===== src/rtl/adder_tree_seq_if.sv =====
// Handshake and array-side bundle for adder_tree_seq. The slave modport is the sequencer side.
interface adder_tree_seq_if #(
  parameter int unsigned IN_BITS = 8,
  parameter int unsigned SUM_W   = 12
);
  localparam int unsigned ACC_W = SUM_W + IN_BITS;
  localparam int unsigned SEL_W = $clog2(IN_BITS);

  logic             start_valid;
  logic             start_ready;
  logic             rd_en;
  logic [SEL_W-1:0] bit_sel;
  logic [SUM_W-1:0] tree_sum;
  logic             result_valid;
  logic             result_ready;
  logic [ACC_W-1:0] result;
  logic             busy;

  modport master (
    output start_valid,
    input  start_ready,
    input  rd_en,
    input  bit_sel,
    output tree_sum,
    input  result_valid,
    output result_ready,
    input  result,
    input  busy
  );

  modport slave (
    input  start_valid,
    output start_ready,
    output rd_en,
    output bit_sel,
    input  tree_sum,
    output result_valid,
    input  result_ready,
    output result,
    output busy
  );
endinterface


===== src/rtl/adder_tree_seq.sv =====
// Bit-serial MAC sequencer: one bank read per activation bit, accumulates tree_sum << bit.
// Define SIGNED_INPUT_EN to treat activations as two's complement (MSB sample subtracted).
module adder_tree_seq #(
  parameter int unsigned IN_BITS  = 8,
  parameter int unsigned SUM_W    = 12,
  parameter int unsigned TREE_LAT = 1
) (
  input logic             clk,
  input logic             rst,
  adder_tree_seq_if.slave bus
);
  localparam int unsigned ACC_W = SUM_W + IN_BITS;
  localparam int unsigned SEL_W = $clog2(IN_BITS);
  localparam logic [SEL_W-1:0] LastBit = SEL_W'(IN_BITS - 1);

  typedef enum logic [1:0] {StIdle, StIssue, StDrain, StDone} state_e;

  state_e           state_q, state_d;
  logic [SEL_W-1:0] cnt_q, cnt_d;
  logic [ACC_W-1:0] acc_q, acc_d;
  logic [ACC_W-1:0] result_q, result_d;
  logic             result_valid_q, result_valid_d;

  // Tag pipe tracks which bit each in-flight read belongs to.
  logic [TREE_LAT-1:0] tag_vld_q;
  logic [SEL_W-1:0]    tag_bit_q [TREE_LAT];

  logic             accept;
  logic             issue;
  logic             sample;
  logic             last_sample;
  logic             handshake;
  logic [SEL_W-1:0] tag_bit;
  logic [ACC_W-1:0] term;

  assign accept      = bus.start_valid && (state_q == StIdle);
  assign issue       = (state_q == StIssue);
  assign sample      = tag_vld_q[TREE_LAT-1];
  assign tag_bit     = tag_bit_q[TREE_LAT-1];
  assign last_sample = sample && (tag_bit == LastBit);
  assign handshake   = result_valid_q && bus.result_ready;
  assign term        = ACC_W'(bus.tree_sum) << tag_bit;

  always_comb begin
    state_d = state_q;
    cnt_d   = cnt_q;
    unique case (state_q)
      StIdle: begin
        if (accept) begin
          state_d = StIssue;
          cnt_d   = '0;
        end
      end
      StIssue: begin
        if (cnt_q == LastBit) begin
          state_d = StDrain;
          cnt_d   = '0;
        end else begin
          cnt_d = cnt_q + SEL_W'(1);
        end
      end
      StDrain: begin
        if (last_sample) state_d = StDone;
      end
      StDone: begin
        if (handshake) state_d = StIdle;
      end
      default: begin
        state_d = StIdle;
        cnt_d   = '0;
      end
    endcase
  end

  always_comb begin
    acc_d = acc_q;
    if (accept) begin
      acc_d = '0;
    end else if (sample) begin
`ifdef SIGNED_INPUT_EN
      if (tag_bit == LastBit) acc_d = acc_q - term;
      else                    acc_d = acc_q + term;
`else
      acc_d = acc_q + term;
`endif
    end
  end

  // Result is captured one cycle into DONE, once the final sample has landed in acc_q.
  always_comb begin
    result_d       = result_q;
    result_valid_d = result_valid_q;
    if ((state_q == StDone) && !result_valid_q) begin
      result_d       = acc_q;
      result_valid_d = 1'b1;
    end else if (handshake) begin
      result_valid_d = 1'b0;
    end
  end

  always_ff @(posedge clk or posedge rst) begin
    if (rst) begin
      state_q        <= StIdle;
      cnt_q          <= '0;
      acc_q          <= '0;
      result_q       <= '0;
      result_valid_q <= 1'b0;
    end else begin
      state_q        <= state_d;
      cnt_q          <= cnt_d;
      acc_q          <= acc_d;
      result_q       <= result_d;
      result_valid_q <= result_valid_d;
    end
  end

  always_ff @(posedge clk or posedge rst) begin
    if (rst) begin
      tag_vld_q <= '0;
      for (int unsigned i = 0; i < TREE_LAT; i++) tag_bit_q[i] <= '0;
    end else begin
      tag_vld_q[0] <= issue;
      tag_bit_q[0] <= cnt_q;
      for (int unsigned i = 1; i < TREE_LAT; i++) begin
        tag_vld_q[i] <= tag_vld_q[i-1];
        tag_bit_q[i] <= tag_bit_q[i-1];
      end
    end
  end

  assign bus.start_ready  = (state_q == StIdle);
  assign bus.rd_en        = issue;
  assign bus.bit_sel      = issue ? cnt_q : '0;
  assign bus.busy         = (state_q != StIdle);
  assign bus.result       = result_q;
  assign bus.result_valid = result_valid_q;
endmodule


===== src/flat_wrapper.sv =====
// flat-port wrapper written by rule: the top's interface ports become plain ports
module adder_tree_seq_flat 
#(
  parameter int unsigned IN_BITS  = 8,
  parameter int unsigned SUM_W    = 12,
  parameter int unsigned TREE_LAT = 1
)
  (clk, rst, bus_start_valid, bus_start_ready, bus_rd_en, bus_bit_sel, bus_tree_sum, bus_result_valid, bus_result_ready, bus_result, bus_busy);
  adder_tree_seq_if #(.IN_BITS(IN_BITS), .SUM_W(SUM_W)) bus_i ();
  input logic clk;
  input logic rst;
  input wire logic [$bits(bus_i.start_valid)-1:0] bus_start_valid;
  output wire logic [$bits(bus_i.start_ready)-1:0] bus_start_ready;
  output wire logic [$bits(bus_i.rd_en)-1:0] bus_rd_en;
  output wire logic [$bits(bus_i.bit_sel)-1:0] bus_bit_sel;
  input wire logic [$bits(bus_i.tree_sum)-1:0] bus_tree_sum;
  output wire logic [$bits(bus_i.result_valid)-1:0] bus_result_valid;
  input wire logic [$bits(bus_i.result_ready)-1:0] bus_result_ready;
  output wire logic [$bits(bus_i.result)-1:0] bus_result;
  output wire logic [$bits(bus_i.busy)-1:0] bus_busy;
  assign bus_i.start_valid = bus_start_valid;
  assign bus_start_ready = bus_i.start_ready;
  assign bus_rd_en = bus_i.rd_en;
  assign bus_bit_sel = bus_i.bit_sel;
  assign bus_i.tree_sum = bus_tree_sum;
  assign bus_result_valid = bus_i.result_valid;
  assign bus_i.result_ready = bus_result_ready;
  assign bus_result = bus_i.result;
  assign bus_busy = bus_i.busy;
  adder_tree_seq #(.IN_BITS(IN_BITS), .SUM_W(SUM_W), .TREE_LAT(TREE_LAT)) u_core (.clk(clk), .rst(rst), .bus(bus_i));
endmodule

===== config.mk =====
export PLATFORM = sky130hd
export DESIGN_NAME = adder_tree_seq_flat
export DESIGN_NICKNAME = d
export VERILOG_FILES = /design/src/rtl/adder_tree_seq_if.sv /design/src/rtl/adder_tree_seq.sv /design/src/flat_wrapper.sv
export SDC_FILE = /design/constraint.sdc
export NUM_CORES = 1
export LEC_CHECK = 0
export CORE_UTILIZATION = 65
export DETAILED_ROUTE_END_ITERATION = 10
export DONT_BUFFER_PORTS = 1
export PLACE_DENSITY = 0.83
export SYNTH_ARGS = -nofsm -noshare
export SYNTH_HDL_FRONTEND = slang
export SYNTH_SLANG_ARGS = --single-unit
export TNS_END_PERCENT = 20

===== constraint.sdc =====
create_clock -name clk -period 5.1 [get_ports clk]
set_input_delay 0.255 -clock clk [delete_from_list [all_inputs] [get_ports clk]]
set_output_delay 0.255 -clock clk [all_outputs]
set_load 0.005 [all_outputs]

# --- Yosys cells after proc, flatten, opt, wreduce, memory -nomap -nowiden ---
# Index checks and enable logic that the tools add are counted.
classes:
  n_shift: 1
  add_sub_neg: 2
  reduce_logical: 12
  n_eq_ne: 9
  n_mux: 13
ops:
  columns: ["cell", "n"]
  rows:
  - ["$mux W20", 2]
  - ["$add A20 B20 Y20", 1]
  - ["$shl A12 B3 Y20", 1]
  - ["$mux W3", 3]
  - ["$mux W2", 4]
  - ["$pmux W2 S4", 1]
  - ["$reduce_bool A2 Y1", 4]
  - ["$eq A3 B3 Y1 const B", 2]
  - ["$ne A2 B1 Y1 const B", 3]
  - ["$pmux W3 S2", 1]
  - ["$eq A2 B2 Y1 const B", 2]
  - ["$logic_and A1 B1 Y1", 4]
  - ["$reduce_and A4 Y1", 1]
  - ["$add A3 B1 Y3 const B", 1]
  - ["$eq A2 B1 Y1 const B", 1]
  - ["$logic_not A2 Y1", 1]
  - ["$mux W1", 2]
  - ["$ne A2 B2 Y1 const B", 1]
  - ["$reduce_and A2 Y1", 1]
  - ["$logic_not A1 Y1", 1]
word_totals:
  wordCells: 44
  out_inout_bits: 27
  register_bits: 50
  input_bits: 16

# --- Depth between registers and ports, before layout ---
logic_depth:
  word_depth: 4
  ltp_mapped: 13
  depth_no_buf: 12

# --- Least setup slack after synthesis ---
# No wires, ideal clock.
synth_path:
  kind: "reg-to-reg"
  startpoint: "register u_core.tag_bit_q (netlist bit u_core.tag_bit[0])"
  endpoint: "register u_core.acc_q[11]"
  path_buffers: 1
  arrival_ps: 2836
  required_time_ps: 5014
  setup_time_ps: 86
  stages_incl_launch_ff: 12
  setup_slack_ps: 2178
  synth_period_minus_slack_ps: 2922
  path_cell_list: "dfrtp_1 buf_2 mux2_2 o211ai_1 o31ai_1 ha_1 and2_0 a221o_1 nor2b_4 or3_1 and3_1 nor3_1"
synth_via:
  elab_chain_len: 4
synth_lines:
  columns: ["element", "line", "text"]
  rows:
  - ["from (decl)", "adder_tree_seq.sv:26", "logic [SEL_W-1:0] tag_bit_q [TREE_LAT];"]
  - ["from (signal, indexed assignment)", "adder_tree_seq.sv:126", "tag_bit_q[i] <= tag_bit_q[i-1];"]
  - ["$shl A12 B3 Y20", "adder_tree_seq.sv:42", "assign term = ACC_W'(bus.tree_sum) << tag_bit;"]
  - ["$add A20 B20 Y20", "adder_tree_seq.sv:84", "acc_d = acc_q + term;"]
  - ["$mux W20", "adder_tree_seq.sv:79", "end else if (sample) begin"]
  - ["$mux W20", "adder_tree_seq.sv:77", "if (accept) begin"]
  - ["to (signal assigned)", "adder_tree_seq.sv:105", "acc_q <= '0;"]
  - ["to (signal assigned)", "adder_tree_seq.sv:111", "acc_q <= acc_d;"]
  - ["to (decl)", "adder_tree_seq.sv:20", "logic [ACC_W-1:0] acc_q, acc_d;"]
# No other way between the ends. The select of a mux whose other input is x is not followed.
# A chain may end at the register's enable or synchronous reset.

# --- Worst setup path in the final report ---
# Ends and elaborated chain as after synthesis.

==> flow_metrics.env <==
export IMPL_drcViolationCount=0
export IMPL_grt_max_degree=51
export IMPL_core_mm2=0.00485
export IMPL_cp_cell_sequence="mux2_2 -> o21ai_0 -> mux2i_1 -> ha_1 -> a21o_1 -> a221o_1 -> nor2b_4 -> or3_1 -> and3_1 -> nor3_1"
export IMPL_max_slew_margin_rel_pct=31.7
export IMPL_drt_wl_total_um=7130
export IMPL_slew_violations=0
export IMPL_fin_tns_setup_ps=0
export IMPL_clock_sinks=50
export IMPL_rsz0062_at_grt="false"
export IMPL_dr_pass1_iters=5
export IMPL_crit_buf_inv=0
export IMPL_grt_overflow=0
export IMPL_p_leak_nw=1.60
export IMPL_power_ir_vdd_worst_mv=0.426
export IMPL_num_rows=25
export IMPL_critical_path_class="reg2reg"
export IMPL_placed_cells=418
export IMPL_setup_viol=0
export IMPL_area_growth_pct=3.37
export IMPL_initial_utilization_pct=69.7
export IMPL_start_kind="register"
export IMPL_met3_usage_pct=7.59
export IMPL_final_cells=426
export IMPL_cts_resized=0
export IMPL_synth_area_leaders="dfrtp_1 37%, ha_1 9.3%, mux2_2 8.0%"
export IMPL_period_minus_slack_ps=3370
export IMPL_grt_busiest_layer="met2"
export IMPL_vias=2743
export IMPL_sequentialPowerShare_pct=31.5
export IMPL_drive_gt1_share_pct=10.3
export IMPL_hold_viol_final=0
export IMPL_synthesis_area_mm2=0.00338
export IMPL_syn_inst=368
export IMPL_synth_main_ff_cell="dfrtp_1"
export IMPL_r2r_slack_ps=1730
export IMPL_max_freq_mhz=297
export IMPL_pin_count=43
export IMPL_swShare_pct=46.3
export IMPL_vias_per_cell=6.44
export IMPL_p_per_area_mw_per_mm2=656
export IMPL_reg2reg_depth=10
export IMPL_place_area_mm2=0.00340
export IMPL_antenna_left=0
export IMPL_maxCapViolations=0
export IMPL_synth_warning_count=0
export IMPL_antenna_cells=0
export IMPL_postCtsSetupBuffers=0
export IMPL_period_share_pct=66.1
export IMPL_postSynthAreaPerCell_um2=9.18
export IMPL_die_h_um=74.1
export IMPL_synth_common_cells="50 x dfrtp_1, 42 x nand2_1, 30 x o21ai_0"
export IMPL_crit_arrival_ps=3590
export IMPL_synth_cell_types=50
export IMPL_n_fill_cell=361
export IMPL_dieArea_mm2=0.00549
export IMPL_pwr_share_clk_pct=10.3
export IMPL_hold_path_class="in2async"
export IMPL_ys_seq_area_share_pct=37.0
export IMPL_grt_use_met1_pct=36.5
export IMPL_die_x_um=74.1
export IMPL_critPathTopFamily="simple AND/OR/NAND/NOR gates"
export IMPL_end_kind="register"
export IMPL_syn_nets=410
export IMPL_place_gp_congestion=0.908
export IMPL_multi_input_area_mm2=0.00202
export IMPL_grt_pass1_vias=2578
export IMPL_synth_top_cell_area_share_pct=37.0
export IMPL_final_area_mm2=0.00349
export IMPL_synth_edf_count=0
export IMPL_holdBufCountCts=0
export IMPL_dp_hpwl_um=5190
export IMPL_met2_usage_pct=46.1
export IMPL_nets=400
export IMPL_grtUsageTotal_pct=28.6
export IMPL_post_synth_top_count_cell="dfrtp_1"
export IMPL_cts_tree="built"
export IMPL_ys_ff_latch=50
export IMPL_antenna_found_initial=0
export IMPL_worstPathMaxFanout=14
export IMPL_internal_power_mw=1.23
export IMPL_p_sw_mw=1.06
export IMPL_skew_ps=8.20
export IMPL_power_frac_comb_pct=58.2
export IMPL_cp_num_cells=10
export IMPL_yosysTopAreaCell="dfrtp_1"
export IMPL_worst_skew_pair_late_latency_ps=300
export IMPL_seq_area_mm2=0.00125
export IMPL_grt_pass1_wl_um=12000
export IMPL_drt_iter0_markers=153
export IMPL_ctsLongestPathBuffers=2
export IMPL_cpMaxStageDelayCell="dfrtp_1"
export IMPL_status="completed"
export IMPL_crit_required_ps=5320
export IMPL_ctsRootBufferMaster="clkbuf_8"
export IMPL_path_clk_slew_ps=90
export IMPL_htreeDepth=2
export IMPL_p_total_mw=2.29
export IMPL_holdWs_ps=53.1
export IMPL_ys_async_sr_fraction_pct=100
export IMPL_wl_per_cell_um=16.7
export IMPL_cpPeakStageDelay_ps=700
export IMPL_cts_made_buffers=5
export IMPL_tightest_slew_ps=1020
export IMPL_port_buffers=0
routing by layer:
layer / wire [µm] / vias to the layer above
met1: 3270 / 1326
met5: 0 / -
met2: 3310 / 89
li1: - / 1317
met3: 441 / 11
met4: 111 / 0
flip-flops by register name (all words and copies together) (netlist names):
signal / count
u_core.acc_q: 20
u_core.bus.result: 20
u_core.cnt_q: 3
u_core.tag_bit: 3
u_core.state_q: 2
u_core.bus.result_valid: 1
u_core.sample: 1
power groups by stage:
| stage | Combinational, mW | Sequential (mW) | Clock (mW) |
|---|---|---|---|
| after floorplan | 1.11 | 0.658 | 0 |
| after global placement | 1.27 | 0.721 | 0 |
| after detailed placement | 1.31 | 0.730 | 0 |
| after CTS | 1.32 | 0.721 | 0.242 |
| after global routing | 1.49 | 0.749 | 0.254 |
| final | 1.33 | 0.722 | 0.235 |
per-stage QoR:
| step | setup WS [ps] | util [%] |
|---|---|---|
| after floorplan | 2180 | - |
| after global placement | 1890 | 70.1 |
| after detailed placement | 1790 | 70.1 |
| after CTS | 1750 | 72.0 |
| after global routing | 1560 | 72.0 |
| final | 1730 | 72.0 |
cells by family after synthesis:
logic type | Yosys count | share of synthesized area [%]
and+or+nand+nor | 124 | 17.3
xor gates and xnor gates | 8 | 2.07
muxes | 41 | 13.0
DFF | 50 | 37.0
AOI/OAI and AO/OA | 90 | 17.4
buffers and inverters | 29 | 3.26
adders and majority gates | 26 | 9.85
area by class of cell:
cell class | instances | share of cell area (%)
well taps | 67 | 2.40
inverters | 11 | 1.18
flip-flops and latches | 50 | 35.8
clock buffers | 7 | 2.47
multi-input cells | 289 | 57.8
repair buffers | 1 | 0.215
clock inverters | 1 | 0.143
final timing paths:
path | from | endpoint
max | u_core.tag_bit[0]$_DFF_PP0_ | u_core.acc_q[11]$_DFFE_PP0P_
min | rst | u_core.bus.result[18]$_DFFE_PP0P_
max reg2reg | u_core.tag_bit[0]$_DFF_PP0_ | u_core.acc_q[11]$_DFFE_PP0P_
min reg2reg | u_core.cnt_q[2]$_DFFE_PP0P_ | u_core.tag_bit[2]$_DFF_PP0_
max in group asynchronous | rst | u_core.acc_q[10]$_DFFE_PP0P_
min in group clk | bus_result_ready | u_core.bus.result_valid$_DFFE_PP0P_
cells in the final DEF (no fill, tap or decap), types with 3 or more instances in the layout:
cell	netlist	routed
xor2_1	5	5
mux2_2	24	24
a21o_1	8	8
a21oi_1	13	13
inv_1	10	9
o21a_1	3	3
xnor2_1	3	3
a32o_1	3	3
a31oi_1	5	5
nand2_1	42	42
nor3_1	11	11
nor2_1	29	29
o22ai_1	3	3
or3_1	4	4
a211oi_1	6	6
ha_1	25	25
and2_1	7	7
o21ai_0	30	30
mux2i_1	17	17
nand4_1	8	8
nand3_1	10	10
clkbuf_8	0	6
o211ai_1	5	5
nand2b_1	4	4
dfrtp_1	50	50
(Power assumes the default switching activity.)
